### src/rtl/calc_log_if.sv
// Capture/drain bundle between the calculator, the result logger and its consumer.
// Carries drop_cnt only when CALC_LOG_DROP_CNT_EN is defined.
interface calc_log_if #(
    parameter int unsigned DATA_W = 9,
    parameter int unsigned CNT_W  = 9,
    parameter int unsigned ADDR_W = 3
);
    logic              clr;
    logic              cap_en;
    logic [DATA_W-1:0] in_result;
    logic [CNT_W-1:0]  in_count;
    logic              log_valid;
    logic              log_ready;
    logic [DATA_W-1:0] log_result;
    logic [CNT_W-1:0]  log_count;
    logic [ADDR_W:0]   level;
    logic              full;
    logic              overflow;
`ifdef CALC_LOG_DROP_CNT_EN
    logic [7:0]        drop_cnt;

    modport master (
        output clr, cap_en, in_result, in_count, log_ready,
        input  log_valid, log_result, log_count, level, full, overflow, drop_cnt
    );
    modport slave (
        input  clr, cap_en, in_result, in_count, log_ready,
        output log_valid, log_result, log_count, level, full, overflow, drop_cnt
    );
`else
    modport master (
        output clr, cap_en, in_result, in_count, log_ready,
        input  log_valid, log_result, log_count, level, full, overflow
    );
    modport slave (
        input  clr, cap_en, in_result, in_count, log_ready,
        output log_valid, log_result, log_count, level, full, overflow
    );
`endif
endinterface

### src/rtl/calc_result_logger.sv
// First-word fall-through FIFO capturing {counter, result} pairs from the calculator.
// Optional saturating drop counter when CALC_LOG_DROP_CNT_EN is defined.
module calc_result_logger #(
    parameter int unsigned DATA_W = 9,
    parameter int unsigned CNT_W  = 9,
    parameter int unsigned DEPTH  = 8,
    parameter int unsigned ADDR_W = 3
) (
    input logic      clk,
    input logic      rst,
    calc_log_if.slave bus
);
    localparam int unsigned LVL_W = ADDR_W + 1;

    typedef struct packed {
        logic [CNT_W-1:0]  count;
        logic [DATA_W-1:0] result;
    } entry_t;

    entry_t            mem [DEPTH];
    logic [ADDR_W-1:0] wr_ptr;
    logic [ADDR_W-1:0] rd_ptr;
    logic [LVL_W-1:0]  level_q;
    logic              overflow_q;

    logic   empty_c;
    logic   full_c;
    logic   push_c;
    logic   pop_c;
    logic   drop_c;
    entry_t head_c;

    // Handshake decode; clr suppresses push, pop and drop in its cycle
    always_comb begin
        empty_c = (level_q == '0);
        full_c  = (level_q == LVL_W'(DEPTH));
        pop_c   = !empty_c && bus.log_ready && !bus.clr;
        push_c  = bus.cap_en && (!full_c || pop_c) && !bus.clr;
        drop_c  = bus.cap_en && full_c && !pop_c && !bus.clr;
        head_c  = mem[rd_ptr];
    end

    always_ff @(posedge clk or negedge rst) begin
        if (!rst) begin
            wr_ptr     <= '0;
            rd_ptr     <= '0;
            level_q    <= '0;
            overflow_q <= 1'b0;
        end else if (bus.clr) begin
            wr_ptr     <= '0;
            rd_ptr     <= '0;
            level_q    <= '0;
            overflow_q <= 1'b0;
        end else begin
            if (push_c) wr_ptr <= wr_ptr + ADDR_W'(1);
            if (pop_c)  rd_ptr <= rd_ptr + ADDR_W'(1);
            case ({push_c, pop_c})
                2'b10:   level_q <= level_q + LVL_W'(1);
                2'b01:   level_q <= level_q - LVL_W'(1);
                default: level_q <= level_q;
            endcase
            if (drop_c) overflow_q <= 1'b1;
        end
    end

    // Storage has no reset; validity is tracked by level_q alone
    always_ff @(posedge clk) begin
        if (push_c) mem[wr_ptr] <= '{count: bus.in_count, result: bus.in_result};
    end

`ifdef CALC_LOG_DROP_CNT_EN
    logic [7:0] drop_cnt_q;

    always_ff @(posedge clk or negedge rst) begin
        if (!rst)                             drop_cnt_q <= '0;
        else if (bus.clr)                     drop_cnt_q <= '0;
        else if (drop_c && drop_cnt_q != '1)  drop_cnt_q <= drop_cnt_q + 8'(1);
    end

    assign bus.drop_cnt = drop_cnt_q;
`endif

    assign bus.log_valid  = !empty_c;
    assign bus.log_result = empty_c ? '0 : head_c.result;
    assign bus.log_count  = empty_c ? '0 : head_c.count;
    assign bus.level      = level_q;
    assign bus.full       = full_c;
    assign bus.overflow   = overflow_q;
endmodule

### src/flat_wrapper.sv
// flat-port wrapper written by rule: the top's interface ports become plain ports
module calc_result_logger_flat 
#(
    parameter int unsigned DATA_W = 9,
    parameter int unsigned CNT_W  = 9,
    parameter int unsigned DEPTH  = 8,
    parameter int unsigned ADDR_W = 3
)
  (clk, rst, bus_clr, bus_cap_en, bus_in_result, bus_in_count, bus_log_ready, bus_log_valid, bus_log_result, bus_log_count, bus_level, bus_full, bus_overflow);
  calc_log_if #(.DATA_W(DATA_W), .CNT_W(CNT_W), .ADDR_W(ADDR_W)) bus_i ();
  input logic clk;
  input logic rst;
  input wire logic [$bits(bus_i.clr)-1:0] bus_clr;
  input wire logic [$bits(bus_i.cap_en)-1:0] bus_cap_en;
  input wire logic [$bits(bus_i.in_result)-1:0] bus_in_result;
  input wire logic [$bits(bus_i.in_count)-1:0] bus_in_count;
  input wire logic [$bits(bus_i.log_ready)-1:0] bus_log_ready;
  output wire logic [$bits(bus_i.log_valid)-1:0] bus_log_valid;
  output wire logic [$bits(bus_i.log_result)-1:0] bus_log_result;
  output wire logic [$bits(bus_i.log_count)-1:0] bus_log_count;
  output wire logic [$bits(bus_i.level)-1:0] bus_level;
  output wire logic [$bits(bus_i.full)-1:0] bus_full;
  output wire logic [$bits(bus_i.overflow)-1:0] bus_overflow;
  assign bus_i.clr = bus_clr;
  assign bus_i.cap_en = bus_cap_en;
  assign bus_i.in_result = bus_in_result;
  assign bus_i.in_count = bus_in_count;
  assign bus_i.log_ready = bus_log_ready;
  assign bus_log_valid = bus_i.log_valid;
  assign bus_log_result = bus_i.log_result;
  assign bus_log_count = bus_i.log_count;
  assign bus_level = bus_i.level;
  assign bus_full = bus_i.full;
  assign bus_overflow = bus_i.overflow;
  calc_result_logger #(.DATA_W(DATA_W), .CNT_W(CNT_W), .DEPTH(DEPTH), .ADDR_W(ADDR_W)) u_core (.clk(clk), .rst(rst), .bus(bus_i));
endmodule
### config.mk
export PLATFORM = sky130hd
export DESIGN_NAME = calc_result_logger_flat
export DESIGN_NICKNAME = d
export VERILOG_FILES = /design/src/rtl/calc_log_if.sv /design/src/rtl/calc_result_logger.sv /design/src/flat_wrapper.sv
export SDC_FILE = /design/constraint.sdc
export NUM_CORES = 1
export LEC_CHECK = 0
export BUFFER_PORTS_ARGS = -buffer_cell sky130_fd_sc_hd__buf_2
export CAP_MARGIN = 20
export CORE_ASPECT_RATIO = 2
export CORE_MARGIN = 5
export CORE_UTILIZATION = 45
export DETAILED_ROUTE_END_ITERATION = 8
export PLACE_DENSITY_LB_ADDON = 0.05
export SYNTH_ARGS = -nofsm -noshare
export SYNTH_HDL_FRONTEND = slang
export SYNTH_SLANG_ARGS = --single-unit
### constraint.sdc
create_clock -name clk -period 4.8 [get_ports clk]
set_input_delay 0.96 -clock clk [delete_from_list [all_inputs] [get_ports clk]]
set_output_delay 0.96 -clock clk [all_outputs]
set_load 0.05 [all_outputs]
==> flow_summary.toml <==
[status]
status = "complete, no violations"

[die]
fp.dieW_um = 93.1
start_util = 0.460
fp.dieH_um = 176
ioPinCount = 48
dieArea_um2 = 16400
rows = 60
core_area_um2 = 13500

[synthesis]
synth-simple-area-share = 0.0411
seq_area_frac_synth = 0.741
synthMuxAreaShare = 0.165
yosys_warnings = 0
syn_inst = 310
yosysTopAreaCell = "edfxtp_1"
synth-edff-count = 144
synth_compound_area_frac = 0.0167
syn_nets = 337
ys_async_sr_fraction = 0.0710
synth_seq_cells = 155
synthDominantCellAreaShare = 0.696
synth_area_leaders = "edfxtp_1 (70%), mux4_2 (13%), dfrtp_1 (4.4%)"
syn_area_um2 = 6210
synth_area_per_cell_um2 = 20.0
synth-main-ff-cell = "edfxtp_1"
synth_top_family_by_area = "multiplexers"
netlist-cell-type-count = 37
yosys.area_share.xor_xnor = 0.0113
synthAdderAreaFrac = 0.00806

[routing]
drt_pass1_iterations = 4
wl_um = 12300
drtIter0Drc = 211
wl_per_cell_um = 22.7
vias_per_cell = 5.62
ant_nets = 0
drc = 0
via_count = 3035

[run]
max-cap-violations = 0

[clock_tree]
cts_buffers = 17
clock_latency_ps = 410
postCtsHoldBufs = 0
root_buffer = "clkbuf_16"
htree_levels = 4
post_cts_buffers = 0
cts_max_path_buffers = 2
post_cts_resized = 0
clkTransAtPathRegs_ps = 60
cts_tree = "yes"
clock_sinks = 155

[grt]
gr-total-overflow = 0
grtUsageTotal = 0.164
grt_max_degree = 39
grt_pass1_wl_um = 19200
first_global_vias = 3294
antenna_found_initial = 0

[pwr]
power_per_cell_area_nw_per_um2 = 571
ir_drop_v = 0.000338
p_leak_uw = 0.00248

[sta]
finalSetupViolations = 0
min_period_ps = 3440
rsz0062_at_grt = "no"
hold_violations = 0
final-max-slew-violation-count = 0
clock_skew_ps = 10.4
fin_tns_setup_ps = 0
fmax_ghz = 0.290
max_slew.worst_pin.slew_ps = 618
relSlewSlack = 0.587
period_share = 0.717

[setup_path]
cp_max_fo = 16
worstRegToRegCells = 8
start_kind = "register"
cp.arrival_ps = 2480
r2r-end = "u_core.bus.level[3]"
end_kind = "primary output"
regToRegSetupSlack_ps = 2170
crit-reg2reg-launch = "u_core.bus.level[0]"
worstSetupPathType = "register to primary output"
cp.required_ps = 3840

[placed_design]
portBuffers = 47
gp_congestion = 0.699
dp_hpwl_um = 7440

[finish]
antenna_cells = 0
drive_gt1_frac = 0.366
area_growth_pct = 17.5
fin_nets = 400
final_core_util = 0.540

[min_path]
hold_class = "primary input to async pin"
worst max-delay path by stage:
stage	slack, ps	startpoint	to
final	1360	u_core.rd_ptr[0]	bus_log_result[4]
after global routing	1120	u_core.rd_ptr[0]	bus_log_count[5]
after CTS	1250	u_core.rd_ptr[0]	bus_log_count[7]
after detailed placement	1700	u_core.rd_ptr[0]	bus_log_count[7]
after global placement	1700	u_core.rd_ptr[0]	bus_log_result[4]
after floorplan	1570	bus_log_ready	u_core.mem[0][0]
critical path, stage by stage (launching register included):
cell and delay [ps]:
dfrtp_2 720, buf_4 380, mux4_2 540, mux2i_1 160
nor2_1 60, buf_2 220
layout make-up:
cell class	instances	area (um2)
Sequential cell	155	4600
Inverter	3	11.3
Clock inverter	14	193
Fill cell	1070	6220
Tap cell	155	194
Multi-Input combinational cell	136	1540
Clock buffer	17	425
Timing Repair Buffer	60	333
per-layer routing:
metal	GRT usage	vias to the layer above	wire length [um]
met3	0.0435	15	483
li1	-	1369	-
met1	0.192	1587	4920
met5	0	-	0
met2	0.290	64	6660
met4	0.0526	0	202
layout by cell type (no fill, tap or decap), types with 5 or more instances in the layout:
cell type,count
mux2i_1,20
clkbuf_16,17
buf_2,47
nor2_2,6
buf_4,13
dfrtp_1,10
nor2_1,30
edfxtp_1,144
xor2_1,5
mux4_2,36
Yosys cell counts, drive strengths merged (3+ instances only):
| cell | n |
|---|---|
| xor2 | 5 |
| dfrtp | 11 |
| nand2 | 3 |
| edfxtp | 144 |
| mux2i | 20 |
| a21oi | 4 |
| mux4 | 36 |
| buf | 10 |
| inv | 3 |
| nor2 | 36 |
| o21ai | 3 |
| ha | 4 |
| clkbuf | 5 |
| nor3 | 3 |
| xnor2 | 3 |
power breakdown:
group | total [uW] | switching, uW | internal [uW] | leakage (uW)
registers | 1600 | 79.9 | 1520 | 0.00145
logic | 1180 | 774 | 408 | 0.000739
clock network | 1380 | 515 | 869 | 0.000287
state kept, by name, summed over array words and instances, names as in the netlist:
name                 cells
u_core.wr_ptr            3
u_core.mem             144
u_core.bus.level         4
u_core.bus.overflow      1
u_core.rd_ptr            3
kinds of logic after synthesis:
kind of cell               count (synthesis)
xor gates and xnor gates                   8
muxes                                     57
buffers and inverters                     19
AOI/OAI and AO/OA                         13
and+or+nand+nor                           54
adders and majority gates                  4
DFF                                      155
metrics by stage:
step	power, uW	setup WS, ps	hold slack, ps	instance area [um2]	std cells
floorplan	2540	1570	546	6210	310
global placement	2830	1700	483	6680	509
detailed placement	2840	1700	482	6680	509
CTS	4220	1250	414	7300	540
global route	4350	1120	424	7300	540
finish	4160	1360	428	7300	540
Power figures use the tool's default switching activity.
